===== config.mk =====
export PLATFORM = sky130hd
export DESIGN_NAME = instruction_parser_flat
export DESIGN_NICKNAME = d
export VERILOG_FILES = /design/src/rtl/instruction_parser_if.sv /design/src/rtl/instruction_parser.sv /design/src/flat_wrapper.sv
export SDC_FILE = /design/constraint.sdc
export NUM_CORES = 1
export LEC_CHECK = 0
export CAP_MARGIN = 0
export CORE_ASPECT_RATIO = 1.2
export CORE_MARGIN = 3
export CORE_UTILIZATION = 55
export DETAILED_ROUTE_END_ITERATION = 10
export GPL_TIMING_DRIVEN = 0
export PLACE_DENSITY = 0.8
export SKIP_CTS_REPAIR_TIMING = 1
export SLEW_MARGIN = 25
export SYNTH_ARGS = -nofsm -noshare
export SYNTH_HDL_FRONTEND = slang
export SYNTH_SLANG_ARGS = --single-unit

===== constraint.sdc =====
create_clock -name clk -period 10.8 [get_ports clk]
set_input_delay 1.08 -clock clk [delete_from_list [all_inputs] [get_ports clk]]
set_output_delay 1.08 -clock clk [all_outputs]
set_load 0.01 [all_outputs]

===== src/rtl/instruction_parser_if.sv =====
// Byte-in / instruction-out signal bundle between the deserializer, the parser and the
// instruction buffer write port.
interface instruction_parser_if #(
  parameter int INSTRUCTION_WIDTH = 42
);
  // Neither side has a ready: a byte is taken on every cycle inbound_valid is high, and a word
  // is written on every cycle outbound_valid is high.
  logic                         inbound_valid;
  logic [7:0]                   inbound_data;
  logic                         outbound_valid;
  logic                         outbound_last;
  logic [INSTRUCTION_WIDTH-1:0] outbound_data;
  logic [15:0]                  instr_count;
  logic                         parse_error;

  modport master (
    output inbound_valid, inbound_data,
    input  outbound_valid, outbound_last, outbound_data, instr_count, parse_error
  );

  modport slave (
    input  inbound_valid, inbound_data,
    output outbound_valid, outbound_last, outbound_data, instr_count, parse_error
  );
endinterface


===== src/rtl/instruction_parser.sv =====
// Parses "turn on|turn off|toggle X0,Y0 through X1,Y1" lines into {op,x0,y0,x1,y1} words,
// holding one word back so the final word can carry outbound_last.
module instruction_parser #(
  parameter int         COORD_WIDTH       = 10,
  parameter int         INSTRUCTION_WIDTH = 2 + 4 * COORD_WIDTH,
  parameter logic [7:0] EOT_CHAR          = 8'h04
) (
  input  logic               clk,
  input  logic               reset_n,
  instruction_parser_if.slave bus,
  output logic [1:0]         dbg_state_o
);

  typedef enum logic [1:0] {OP_SCAN, NUM_SCAN, FLUSH, DONE} state_e;

  localparam logic [7:0] CH_LF = 8'h0A;
  localparam logic [7:0] CH_CR = 8'h0D;
  localparam logic [7:0] CH_O  = 8'h6F;
  localparam logic [7:0] CH_N  = 8'h6E;
  localparam logic [7:0] CH_F  = 8'h66;

  state_e                       state_q, state_d;
  logic [2:0]                   cidx_q, cidx_d;
  logic [1:0]                   op_q, op_d;
  logic [COORD_WIDTH-1:0]       fld_q [4];
  logic [COORD_WIDTH-1:0]       fld_d [4];
  logic [2:0]                   fidx_q, fidx_d;
  logic                         dig_q, dig_d;
  logic                         hold_vld_q, hold_vld_d;
  logic [INSTRUCTION_WIDTH-1:0] hold_q, hold_d;
  logic                         ov_q, ov_d;
  logic                         ol_q, ol_d;
  logic [INSTRUCTION_WIDTH-1:0] od_q, od_d;
  logic [15:0]                  cnt_q, cnt_d;
  logic                         err_q, err_d;

  logic                         accept;
  logic                         is_digit;
  logic                         is_eot;
  logic                         line_end;
  logic                         line_complete;
  logic [INSTRUCTION_WIDTH-1:0] word;
  logic [COORD_WIDTH+3:0]       acc;

  always_comb begin
    accept        = bus.inbound_valid && (state_q == OP_SCAN || state_q == NUM_SCAN);
    is_digit      = bus.inbound_data >= 8'h30 && bus.inbound_data <= 8'h39;
    is_eot        = bus.inbound_data == EOT_CHAR;
    line_end      = is_eot || bus.inbound_data == CH_LF;
    // The last field has no trailing separator, so a digit in field 3 completes the line.
    line_complete = fidx_q == 3'd4 || (fidx_q == 3'd3 && dig_q);
    word          = {op_q, fld_q[0], fld_q[1], fld_q[2], fld_q[3]};
    acc           = (COORD_WIDTH+4)'(fld_q[fidx_q[1:0]]) * (COORD_WIDTH+4)'(10)
                  + (COORD_WIDTH+4)'(bus.inbound_data - 8'h30);

    state_d    = state_q;
    cidx_d     = cidx_q;
    op_d       = op_q;
    fld_d      = fld_q;
    fidx_d     = fidx_q;
    dig_d      = dig_q;
    hold_vld_d = hold_vld_q;
    hold_d     = hold_q;
    ov_d       = 1'b0;
    ol_d       = ol_q;
    od_d       = od_q;
    err_d      = err_q;

    if (accept && bus.inbound_data != CH_CR) begin
      if (line_end) begin
        if (cidx_q != 3'd0) begin
          if (line_complete) begin
            if (hold_vld_q) begin
              ov_d = 1'b1;
              od_d = hold_q;
            end
            hold_d     = word;
            hold_vld_d = 1'b1;
          end else begin
            err_d = 1'b1;
          end
        end
        cidx_d  = '0;
        fld_d   = '{default: '0};
        fidx_d  = '0;
        dig_d   = 1'b0;
        state_d = is_eot ? FLUSH : OP_SCAN;
      end else begin
        cidx_d = (cidx_q == 3'd7) ? cidx_q : cidx_q + 3'd1;
        if (state_q == OP_SCAN) begin
          if (cidx_q == 3'd1 && bus.inbound_data == CH_O) begin
            op_d    = 2'b10;
            state_d = NUM_SCAN;
          end else if (cidx_q == 3'd6 && bus.inbound_data == CH_N) begin
            op_d    = 2'b01;
            state_d = NUM_SCAN;
          end else if (cidx_q == 3'd6 && bus.inbound_data == CH_F) begin
            op_d    = 2'b00;
            state_d = NUM_SCAN;
          end
        end else if (fidx_q < 3'd4) begin
          if (is_digit) begin
            fld_d[fidx_q[1:0]] = acc[COORD_WIDTH-1:0];
            dig_d              = 1'b1;
          end else if (dig_q) begin
            fidx_d = fidx_q + 3'd1;
            dig_d  = 1'b0;
          end
        end
      end
    end

    // Inbound bytes are dropped from here on; the held word (if any) goes out as the last one.
    if (state_q == FLUSH) begin
      if (hold_vld_q) begin
        ov_d       = 1'b1;
        ol_d       = 1'b1;
        od_d       = hold_q;
        hold_vld_d = 1'b0;
      end else begin
        err_d = 1'b1;
      end
      state_d = DONE;
    end

    cnt_d = ov_d ? cnt_q + 16'd1 : cnt_q;
  end

  always_ff @(posedge clk or negedge reset_n) begin
    if (!reset_n) begin
      state_q    <= OP_SCAN;
      cidx_q     <= '0;
      op_q       <= '0;
      fld_q      <= '{default: '0};
      fidx_q     <= '0;
      dig_q      <= 1'b0;
      hold_vld_q <= 1'b0;
      hold_q     <= '0;
      ov_q       <= 1'b0;
      ol_q       <= 1'b0;
      od_q       <= '0;
      cnt_q      <= '0;
      err_q      <= 1'b0;
    end else begin
      state_q    <= state_d;
      cidx_q     <= cidx_d;
      op_q       <= op_d;
      fld_q      <= fld_d;
      fidx_q     <= fidx_d;
      dig_q      <= dig_d;
      hold_vld_q <= hold_vld_d;
      hold_q     <= hold_d;
      ov_q       <= ov_d;
      ol_q       <= ol_d;
      od_q       <= od_d;
      cnt_q      <= cnt_d;
      err_q      <= err_d;
    end
  end

  assign bus.outbound_valid = ov_q;
  assign bus.outbound_last  = ol_q;
  assign bus.outbound_data  = od_q;
  assign bus.instr_count    = cnt_q;
  assign bus.parse_error    = err_q;
  assign dbg_state_o        = state_q;

endmodule


===== src/flat_wrapper.sv =====
// flat-port wrapper written by rule: the top's interface ports become plain ports
module instruction_parser_flat 
#(
  parameter int         COORD_WIDTH       = 10,
  parameter int         INSTRUCTION_WIDTH = 2 + 4 * COORD_WIDTH,
  parameter logic [7:0] EOT_CHAR          = 8'h04
)
  (clk, reset_n, dbg_state_o, bus_inbound_valid, bus_inbound_data, bus_outbound_valid, bus_outbound_last, bus_outbound_data, bus_instr_count, bus_parse_error);
  instruction_parser_if #(.INSTRUCTION_WIDTH(INSTRUCTION_WIDTH)) bus_i ();
  input  logic clk;
  input  logic reset_n;
  output logic [1:0] dbg_state_o;
  input wire logic [$bits(bus_i.inbound_valid)-1:0] bus_inbound_valid;
  input wire logic [$bits(bus_i.inbound_data)-1:0] bus_inbound_data;
  output wire logic [$bits(bus_i.outbound_valid)-1:0] bus_outbound_valid;
  output wire logic [$bits(bus_i.outbound_last)-1:0] bus_outbound_last;
  output wire logic [$bits(bus_i.outbound_data)-1:0] bus_outbound_data;
  output wire logic [$bits(bus_i.instr_count)-1:0] bus_instr_count;
  output wire logic [$bits(bus_i.parse_error)-1:0] bus_parse_error;
  assign bus_i.inbound_valid = bus_inbound_valid;
  assign bus_i.inbound_data = bus_inbound_data;
  assign bus_outbound_valid = bus_i.outbound_valid;
  assign bus_outbound_last = bus_i.outbound_last;
  assign bus_outbound_data = bus_i.outbound_data;
  assign bus_instr_count = bus_i.instr_count;
  assign bus_parse_error = bus_i.parse_error;
  instruction_parser #(.COORD_WIDTH(COORD_WIDTH), .INSTRUCTION_WIDTH(INSTRUCTION_WIDTH), .EOT_CHAR(EOT_CHAR)) u_core (.clk(clk), .reset_n(reset_n), .bus(bus_i), .dbg_state_o(dbg_state_o));
endmodule

; ---- Word-level counts from Yosys, hierarchy flattened
; Cells that the tools add are included.
[totals]
ff_bits = 155
inputBits = 11
elab_cells = 131
[op_classes]
addsub = 5
multipliers = 1
order_cmp = 5
eq_ne = 16
n_mux = 58
bitwise = 2
reduce_logical = 28
[op_table]
columns = op, count
row1 = 2-to-1 mux 42 bit, 7
row2 = 2-to-1 mux 40 bit, 4
row3 = bitwise mux 40 bit, 1
row4 = 2-to-1 mux 10 bit, 3
row5 = == test 8 x 7 -> 1 bit (second input constant), 3
row6 = 2-to-1 mux 1 bit, 23
row7 = 2-to-1 mux 2 bit, 11
row8 = 2-to-1 mux 3 bit, 7
row9 = binary-select mux 10 bit (select 2 bit), 1
row10 = demux 10 bit (select 2 bit), 1
row11 = adder 16 x 1 -> 16 bit (second input constant), 1
row12 = AND reduction 4 bit, 3
row13 = adder 10 bit, 1
row14 = multiplier 10 x 3 -> 9 bit (second input constant), 1
row15 = == test 3 bit (second input constant), 3
row16 = nonzero test 3 bit, 3
row17 = subtractor 8 x 6 -> 9 bit (second input constant), 1
row18 = == test 8 x 3 -> 1 bit (second input constant), 1
row19 = == test 8 x 4 -> 1 bit (second input constant), 1
row20 = greater-or-equal comparator 8 x 6 -> 1 bit (second input constant), 1
row21 = less-or-equal comparator 8 x 6 -> 1 bit (second input constant), 1
row22 = logical AND 1 bit, 8
row23 = inequality test 8 x 4 -> 1 bit (second input constant), 1
row24 = nonzero test 2 bit, 4
row25 = 18 further kinds, 24

; ---- Logic depth before layout (Yosys ltp)
; Gate-level depths: netlist (run 1).
[depth]
depth_word = 11
mapped_depth = 14
depth_no_buf = 13

; ---- Worst setup path before layout (run 1)
; No wires, ideal clock.
[synth_timing]
path_type = register to register
start = register u_core.fidx_q[0]
end = register u_core.fld_q[19] in the netlist's numbering
t_arrival_ps = 3436
setup_slack_ps = 7236
path_stages_with_launch = 15
n_path_buf = 1
synth_period_minus_slack_ps = 3564
cell_sequence = dfrtp_1 buf_2 mux4_2 ha_1 ha_1 fa_1 a21o_1 a21oi_1 xnor2_1 ha_1 inv_1 o21bai_1 o41ai_1 xnor2_1 o2bb2ai_1
[synth_between]
elab_chain_len = 11
word_cells_on_any_way = 19
classes_between = 1 x add/sub / 1 x mul / 3 x order compare / 10 x mux / 1 x bitwise / 3 x reduce/logical
[synth_rtl]
columns = item, line_no
row1 = start: declaration, instruction_parser.sv:27  ; logic [2:0] fidx_q, fidx_d;
row2 = start signal: assignment, instruction_parser.sv:149  ; fidx_q <= fidx_d;
row3 = inverter 2 -> 3 bit (not written as such), "instruction_parser.sv:53, instruction_parser.sv:103"
row4 = binary-select mux 10 bit (select 2 bit), instruction_parser.sv:53  ; acc = (COORD_WIDTH+4)'(fld_q[fidx_q[1:0]]) * (COORD_WIDTH+4)'(10)
row5 = 2-to-1 mux 10 bit (not written as such) (2 in a row), instruction_parser.sv:53
row6 = multiplier 10 x 3 -> 9 bit, instruction_parser.sv:53
row7 = adder 10 bit, instruction_parser.sv:54  ; + (COORD_WIDTH+4)'(bus.inbound_data - 8'h30);
row8 = bitwise mux 40 bit, instruction_parser.sv:103  ; fld_d[fidx_q[1:0]] = acc[COORD_WIDTH-1:0];
row9 = 2-to-1 mux 40 bit, instruction_parser.sv:102  ; if (is_digit) begin
row10 = 2-to-1 mux 40 bit, instruction_parser.sv:101  ; end else if (fidx_q < 3'd4) begin
row11 = 2-to-1 mux 40 bit, instruction_parser.sv:90  ; if (state_q == OP_SCAN) begin
row12 = 2-to-1 mux 40 bit, instruction_parser.sv:70  ; if (line_end) begin
row13 = end signal: assignment, instruction_parser.sv:148  ; fld_q <= fld_d;
row14 = end: declaration, instruction_parser.sv:25  ; logic [COORD_WIDTH-1:0] fld_q [4];
; Parallel ways exist; a longest one is shown, timed or not. The select of a mux whose other input is x is not followed.
; A chain may end at the register's enable or synchronous reset.

; ---- Final worst setup path (run 1)
[layout_timing]
start = register u_core.fidx_q[0]
end = register u_core.fld_q[27] in the netlist's numbering
; The elaborated chain is that of the path after synthesis.

==> qor.json, run 1 <==
{
  "detail_route.wirelength.met1_um": 6510,
  "max_slew.worst_pin.slew_ps": 882.0,
  "fp.dieArea_sq_um": 14430,
  "antenna-diode-count": 0,
  "timing.setup.tns_ps": 0,
  "reg_to_reg_start": "u_core.fidx_q[0]$_DFFE_PN0P_",
  "average_cell_area_after_synthesis_sq_um": 11.70,
  "number_of_antenna_violations_at_the_first_check_in_global_routing": 0,
  "drt-wirelength-per-cell_um": 18.14,
  "hold_violations": 0,
  "cts_tree": "done",
  "grt_max_degree": 94,
  "max_cap_viol_count": 0,
  "placement_rows": 45,
  "end_kind": "flop",
  "timing.clock.skew_ps": 8.857,
  "synth_cells": 612,
  "timing.slew.headroom": 0.4080,
  "clockRootBuffer": "sky130_fd_sc_hd__clkbuf_16",
  "timing.final.max_slew_violations": 0,
  "seq_area_frac_synth": 0.5416,
  "yosys.area.top_type_share": 0.5416,
  "dr.max_layer_used": "met4",
  "nets": 750,
  "clk_transition_reported_paths_ps": 60,
  "worst-r2r-cell-count": 12,
  "clk_latency_ps": 410,
  "place_congestion": 0.8607,
  "final_layout_size_suffix_gt1_frac": 0.1632,
  "via_count_of_the_first_global_routing_pass": 5146,
  "ant_nets": 0,
  "timing_worst_setup_path_type": "flop to flop",
  "detail_route.first_pass.iterations": 5,
  "crit-reg2reg-capture": "u_core.fld_q[27]$_DFFE_PN0P_",
  "grt_setup_unrepaired": "no",
  "power_per_cell_area_nw_per_um2": 154.7,
  "die_width_um": 110.2,
  "synth.top_cells.by_area": "sky130_fd_sc_hd__dfrtp_1 (54%), sky130_fd_sc_hd__nand2_1 (7.7%), sky130_fd_sc_hd__mux2_2 (7.1%), sky130_fd_sc_hd__ha_1 (5.8%), sky130_fd_sc_hd__a22o_1 (4.3%)",
  "synth_area_sq_um": 7162,
  "avgViaCountPerCell": 5.804,
  "cts_buffer_depth": 2,
  "synth_edf_count": 0,
  "fp.coreArea_sq_um": 12670,
  "fmax_ghz": 0.2373,
  "layout_min_cycle_time_ps": 4213,
  "grt_overflow": 0,
  "period_share": 0.3901,
  "outcome": "finished, final reports clean",
  "floorplan.initialDensity": 0.5653,
  "synth_nets": 658,
  "hold_path_end": "u_core.bus.outbound_last$_DFFE_PN0P_",
  "synth_warnings": 0,
  "synth-main-ff-cell": "sky130_fd_sc_hd__dfrtp_1",
  "min_path_cells": 1,
  "synth.distinct_cells": 58,
  "place.detailed.hpwl_um": 11440,
  "synth.ff_latch_count": 155,
  "globalRouteTotalUtil": 0.2381,
  "critical_path_arrival_ps": 4550,
  "cellLeakagePower_nw": 4.338,
  "clock_sink_count": 155,
  "tritoncts.num_buffers": 17,
  "worst_hold_path_type": "flop to flop",
  "synth_largest_area_cell": "sky130_fd_sc_hd__dfrtp_1",
  "ios": 74,
  "met2RoutedLength_um": 8070,
  "max-vdd-ir-drop_mv": 0.1024,
  "post_place_cells": 849,
  "max_h_tree_level": 4,
  "worst_hold_start": "u_core.bus.outbound_last$_DFFE_PN0P_",
  "crit_fanout": 10,
  "fp.dieH_um": 131.0,
  "wire_length_of_the_first_global_routing_pass_um": 26300,
  "count_of_unresolved_drc_violations_after_routing": 0,
  "setup_viol_count_final": 0,
  "cp-start-kind": "flop",
  "placement.io_buffers": 72,
  "area_delta_synth_final_pct": 22.03,
  "vias": 5113,
  "stdcell_count": 881,
  "ff2ff_setup_slack_ps": 6590,
  "first_iter_violations": 413,
  "totalWireLength_um": 15980,
  "worst_ep_required_time_ps": 11140,
  "postSynth.asyncResetShare": 1.000,
  "met3_length_um": 987
}
-- worst max-delay path by stage --
| stage | start | end | slack, ps | cells after the start |
|---|---|---|---|---|
| floorplan | u_core.fidx_q[0]$_DFFE_PN0P_ | u_core.fld_q[19]$_DFFE_PN0P_ | 7240 | 14 |
| global placement | reset_n | u_core.bus.outbound_data[14]$_DFF_PN0_ | 2810 | 1 |
| detailed placement | u_core.fidx_q[0]$_DFFE_PN0P_ | u_core.fld_q[37]$_DFFE_PN0P_ | 6650 | 12 |
| CTS | u_core.fidx_q[0]$_DFFE_PN0P_ | u_core.fld_q[27]$_DFFE_PN0P_ | 6630 | 12 |
| global route | u_core.fidx_q[0]$_DFFE_PN0P_ | u_core.fld_q[27]$_DFFE_PN0P_ | 6330 | 12 |
| finish | u_core.fidx_q[0]$_DFFE_PN0P_ | u_core.fld_q[27]$_DFFE_PN0P_ | 6590 | 12 |
-- sequential cells by signal, summed over array words and instances (netlist names) --
name and count:
u_core.dig_q 1, u_core.bus.instr_count 16, u_core.bus.outbound_last 1, u_core.bus.parse_error 1, u_core.cidx_q 3, u_core.bus.outbound_data 42
u_core.hold_vld_q 1, u_core.dbg_state_o 2, u_core.fidx_q 3, u_core.hold_q 42, u_core.fld_q 40, u_core.op_q 2
u_core.bus.outbound_valid 1
-- cell usage after synthesis (8+ instances only) --
library cell	count
sky130_fd_sc_hd__nor2_1	14
sky130_fd_sc_hd__mux4_2	9
sky130_fd_sc_hd__inv_1	13
sky130_fd_sc_hd__xnor2_1	23
sky130_fd_sc_hd__buf_2	10
sky130_fd_sc_hd__o2bb2ai_1	8
sky130_fd_sc_hd__ha_1	33
sky130_fd_sc_hd__clkbuf_1	9
sky130_fd_sc_hd__a21oi_1	8
sky130_fd_sc_hd__xor2_1	8
sky130_fd_sc_hd__dfrtp_1	155
sky130_fd_sc_hd__a22o_1	35
sky130_fd_sc_hd__nor3_1	9
sky130_fd_sc_hd__mux2_2	45
sky130_fd_sc_hd__nand2_1	146
-- power breakdown --
group          internal, mW  total (mW)  switching, mW
logic                0.0526       0.135         0.0822
registers             0.592       0.606         0.0138
clock network         0.377       0.611          0.234
total                  1.02        1.35          0.330
-- metal layers --
metal / vias to the layer above / global-route usage
li1: 2331 / -
met1: 2541 / 0.3070
met2: 206 / 0.4007
met3: 35 / 0.05061
met4: 0 / 0.08188
met5: - / 0
-- final cells by class --
| type | count | area (sq um) |
|---|---|---|
| fill | 873 | 3929 |
| timing repair buffer | 73 | 753.2 |
| tap | 164 | 205.2 |
| sequential | 155 | 3879 |
| clock inverter | 13 | 166.4 |
| multi-input combinational | 420 | 3113 |
| clock buffer | 19 | 452.9 |
| buffer | 22 | 113.9 |
| inverter | 15 | 56.30 |
-- cell families after synthesis --
kind of cell,Yosys count,share of synthesized area
adders and majority gates,35,0.06324
DFF,155,0.5416
muxes,55,0.1005
buffers and inverters,37,0.02376
and+or+nand+nor,213,0.1391
AOI/OAI and AO/OA,86,0.09399
xor gates and xnor gates,31,0.03791
-- cells in the final DEF (no fill, tap or decap), types with 7 or more instances in the layout --
cell type,instances
sky130_fd_sc_hd__ha_1,33
sky130_fd_sc_hd__xnor2_1,23
sky130_fd_sc_hd__nand3_1,7
sky130_fd_sc_hd__dfrtp_1,155
sky130_fd_sc_hd__nand2_1,146
sky130_fd_sc_hd__clkdlybuf4s50_1,71
sky130_fd_sc_hd__a22o_1,35
sky130_fd_sc_hd__xor2_1,8
sky130_fd_sc_hd__a21oi_1,8
sky130_fd_sc_hd__clkbuf_16,17
sky130_fd_sc_hd__nor2_1,14
sky130_fd_sc_hd__buf_2,10
sky130_fd_sc_hd__mux2_2,45
sky130_fd_sc_hd__o21ai_0,7
sky130_fd_sc_hd__nor3_1,9
sky130_fd_sc_hd__inv_1,13
sky130_fd_sc_hd__mux4_2,9
sky130_fd_sc_hd__o2bb2ai_1,8
sky130_fd_sc_hd__clkbuf_1,9
-- per-stage QoR --
| step | util | setup slack, ps | hold WS (ps) | cell area [sq um] | total power [mW] |
|---|---|---|---|---|---|
| detailed placement | 0.6410 | 6654 | 454.1 | 8120 | 0.7509 |
| CTS | 0.6899 | 6629 | 470.5 | 8740 | 1.359 |
| floorplan | - | 7236 | 434.8 | 7162 | 0.7006 |
| global route | 0.6899 | 6335 | 490.1 | 8740 | 1.399 |
| global placement | 0.6384 | 2810 | 441.0 | 8088 | 0.7425 |
| finish | 0.6899 | 6587 | 462.5 | 8740 | 1.352 |
-- critical path, stage by stage (launching register included) --
cell	delay, ps
sky130_fd_sc_hd__dfrtp_1	420
sky130_fd_sc_hd__buf_2	340
sky130_fd_sc_hd__mux4_2	630
sky130_fd_sc_hd__ha_1	310
sky130_fd_sc_hd__ha_1	260
sky130_fd_sc_hd__fa_1	410
sky130_fd_sc_hd__xor2_1	190
sky130_fd_sc_hd__ha_1	360
sky130_fd_sc_hd__nand2_1	60
sky130_fd_sc_hd__o21ai_0	220
sky130_fd_sc_hd__nor2_1	80
sky130_fd_sc_hd__xnor2_1	590
sky130_fd_sc_hd__a22o_1	250
No activity file was read; power rests on OpenSTA's default activity.
==> inputs of run 2 (changes only) <==
CORE_UTILIZATION = 51   (was 55)
PLACE_DENSITY = 0.78   (was 0.8)
clock period = 3.58 ns   (was 10.8 ns; I/O delays follow)
==> qor.json, run 2 (synthesis gave the netlist of run 1 again) <==
{
  "outcome": "finished, final reports clean",
  "grt_overflow": 0,
  "final-seq-area_sq_um": 3880,
  "timing.clock.skew_ps": 9.232,
  "seq_power_share": 0.438,
  "final_cell_mix": "sky130_fd_sc_hd__dfrtp_1 (154), sky130_fd_sc_hd__nand2_1 (146), sky130_fd_sc_hd__clkdlybuf4s50_1 (71)",
  "timing.slew.headroom": 0.3638,
  "fp.coreArea_sq_um": 13470,
  "power_per_cell_area_nw_per_um2": 462.1,
  "cts_buffer_depth": 2,
  "vias": 5093,
  "post_place_cells": 853,
  "clk_latency_ps": 410,
  "area_delta_synth_final_pct": 26.33,
  "clockRootBuffer": "sky130_fd_sc_hd__clkbuf_16",
  "max_cap_viol_count": 0,
  "crit-reg2reg-capture": "u_core.fld_q[18]$_DFFE_PN0P_",
  "cts_tree": "done",
  "tritoncts.num_buffers": 17,
  "drt-wirelength-per-cell_um": 18.46,
  "worst_hold_start": "bus_inbound_data[0]",
  "cell_internal_pwr_mw": 3.150,
  "netSwitchingFraction": 0.2465,
  "end_kind": "flop",
  "worst_ep_required_time_ps": 3880,
  "p_sw_mw": 1.030,
  "hold_path_end": "u_core.fld_q[10]$_DFFE_PN0P_",
  "timing.final.max_slew_violations": 0,
  "min_path_cells": 2,
  "max_slew.worst_pin.slew_ps": 947.9,
  "ant_nets": 0,
  "place.detailed.hpwl_um": 11870,
  "worst_hold_path_type": "primary input to flop",
  "cp-start-kind": "flop",
  "totalWireLength_um": 16580,
  "ff2ff_setup_slack_ps": 30,
  "critical_path_arrival_ps": 3840,
  "layout_min_cycle_time_ps": 3546,
  "max_h_tree_level": 4,
  "placement_rows": 46,
  "hold_violations": 0,
  "share_clk_of_total_power": 0.441,
  "crit_fanout": 8,
  "grt_setup_unrepaired": "yes",
  "avgViaCountPerCell": 5.671,
  "place_congestion": 0.8863,
  "cellLeakagePower_nw": 4.453,
  "fmax_ghz": 0.2820,
  "clock_sink_count": 155,
  "power_frac_comb": 0.121,
  "worst-r2r-cell-count": 12,
  "count_of_unresolved_drc_violations_after_routing": 0,
  "grt_max_degree": 87,
  "layout.cells.most_common": "sky130_fd_sc_hd__dfrtp_1",
  "fp.dieArea_sq_um": 15510,
  "reg_to_reg_start": "u_core.fidx_q[0]$_DFFE_PN0P_",
  "multi_input_comb_area_sq_um": 3294,
  "timing_worst_setup_path_type": "flop to flop",
  "clk_transition_reported_paths_ps": 60,
  "max-vdd-ir-drop_mv": 0.3988,
  "wire_length_of_the_first_global_routing_pass_um": 26630,
  "die_width_um": 114.2,
  "detail_route.first_pass.iterations": 4,
  "period_share": 0.9905,
  "via_count_of_the_first_global_routing_pass": 5123,
  "fillers": 1000,
  "setup_viol_count_final": 0,
  "antenna-diode-count": 0,
  "final_layout_size_suffix_gt1_frac": 0.2082,
  "number_of_antenna_violations_at_the_first_check_in_global_routing": 0,
  "fp.dieH_um": 135.8,
  "final_util": 0.6718,
  "nets": 763,
  "stdcell_count": 898,
  "globalRouteTotalUtil": 0.2200,
  "placement.io_buffers": 72,
  "floorplan.initialDensity": 0.5318,
  "first_iter_violations": 476,
  "timing.setup.tns_ps": 0,
  "ios": 74
}
-- run 2: changes by cell type in the layout (fill, tap and decap cells not counted), sizes merged --
cell         change
clkinv           -3
dlygate4sd3      +1
inv              +1
clkbuf           +1
buf             +12
clkinvlp         +1
-- run 2: worst max-delay path: stages, from the launching register on --
cell	delay [ps]
sky130_fd_sc_hd__dfrtp_2	410
sky130_fd_sc_hd__buf_12	140
sky130_fd_sc_hd__mux4_2	580
sky130_fd_sc_hd__buf_6	160
sky130_fd_sc_hd__ha_4	150
sky130_fd_sc_hd__ha_4	160
sky130_fd_sc_hd__fa_2	560
sky130_fd_sc_hd__ha_4	220
sky130_fd_sc_hd__nand2_1	80
sky130_fd_sc_hd__o21ai_2	90
sky130_fd_sc_hd__o41ai_4	420
sky130_fd_sc_hd__xnor2_2	190
sky130_fd_sc_hd__a22o_1	230
-- run 2: per-layer routing --
layer	wire length, um	track usage	vias to the layer above
li1	-	-	2368
met1	6852	0.2836	2577
met2	8728	0.3838	126
met3	774	0.04141	22
met4	222	0.05479	0
met5	0	0	-
-- run 2: worst max path at each step --
| stage | to | cells past startpoint | startpoint | slack, ps |
|---|---|---|---|---|
| after floorplan | u_core.fld_q[19]$_DFFE_PN0P_ | 14 | u_core.fidx_q[0]$_DFFE_PN0P_ | 20 |
| after global placement | u_core.bus.outbound_data[13]$_DFF_PN0_ | 1 | reset_n | -3710 |
| after detailed placement | u_core.fld_q[19]$_DFFE_PN0P_ | 14 | u_core.fidx_q[0]$_DFFE_PN0P_ | -650 |
| after CTS | u_core.fld_q[19]$_DFFE_PN0P_ | 14 | u_core.fidx_q[0]$_DFFE_PN0P_ | -690 |
| after global routing | u_core.fld_q[9]$_DFFE_PN0P_ | 16 | u_core.fidx_q[0]$_DFFE_PN0P_ | -80 |
| final | u_core.fld_q[18]$_DFFE_PN0P_ | 12 | u_core.fidx_q[0]$_DFFE_PN0P_ | 30 |
-- run 2: power groups by stage --
stage	combinational, mW	clock (mW)	sequential, mW
after global routing	0.558	1.95	1.83
after floorplan	0.266	0	1.85
after global placement	0.394	0	1.86
after detailed placement	0.411	0	1.86
after CTS	0.415	1.88	1.83
final	0.507	1.84	1.83
-- run 2: final cells by class --
cell class	count	area share
Buffer	22	0.01438
Clock buffer	20	0.05048
Clock inverter	12	0.01798
Inverter	15	0.006223
Multi-Input combinational cell	420	0.3641
Sequential cell	155	0.4288
Tap cell	168	0.02323
Timing Repair Buffer	86	0.09473
-- run 2: stage by stage --
step	cell area (sq um)	hold WS, ps	setup slack [ps]	power, mW
after detailed placement	8125	406.2	-651.2	2.270
after floorplan	7162	62.41	16.05	2.113
after global routing	9047	258.6	-78.93	4.342
final	9047	261.1	33.96	4.181
after global placement	8093	440.7	-3707	2.251
after CTS	8745	-37.15	-693.9	4.118
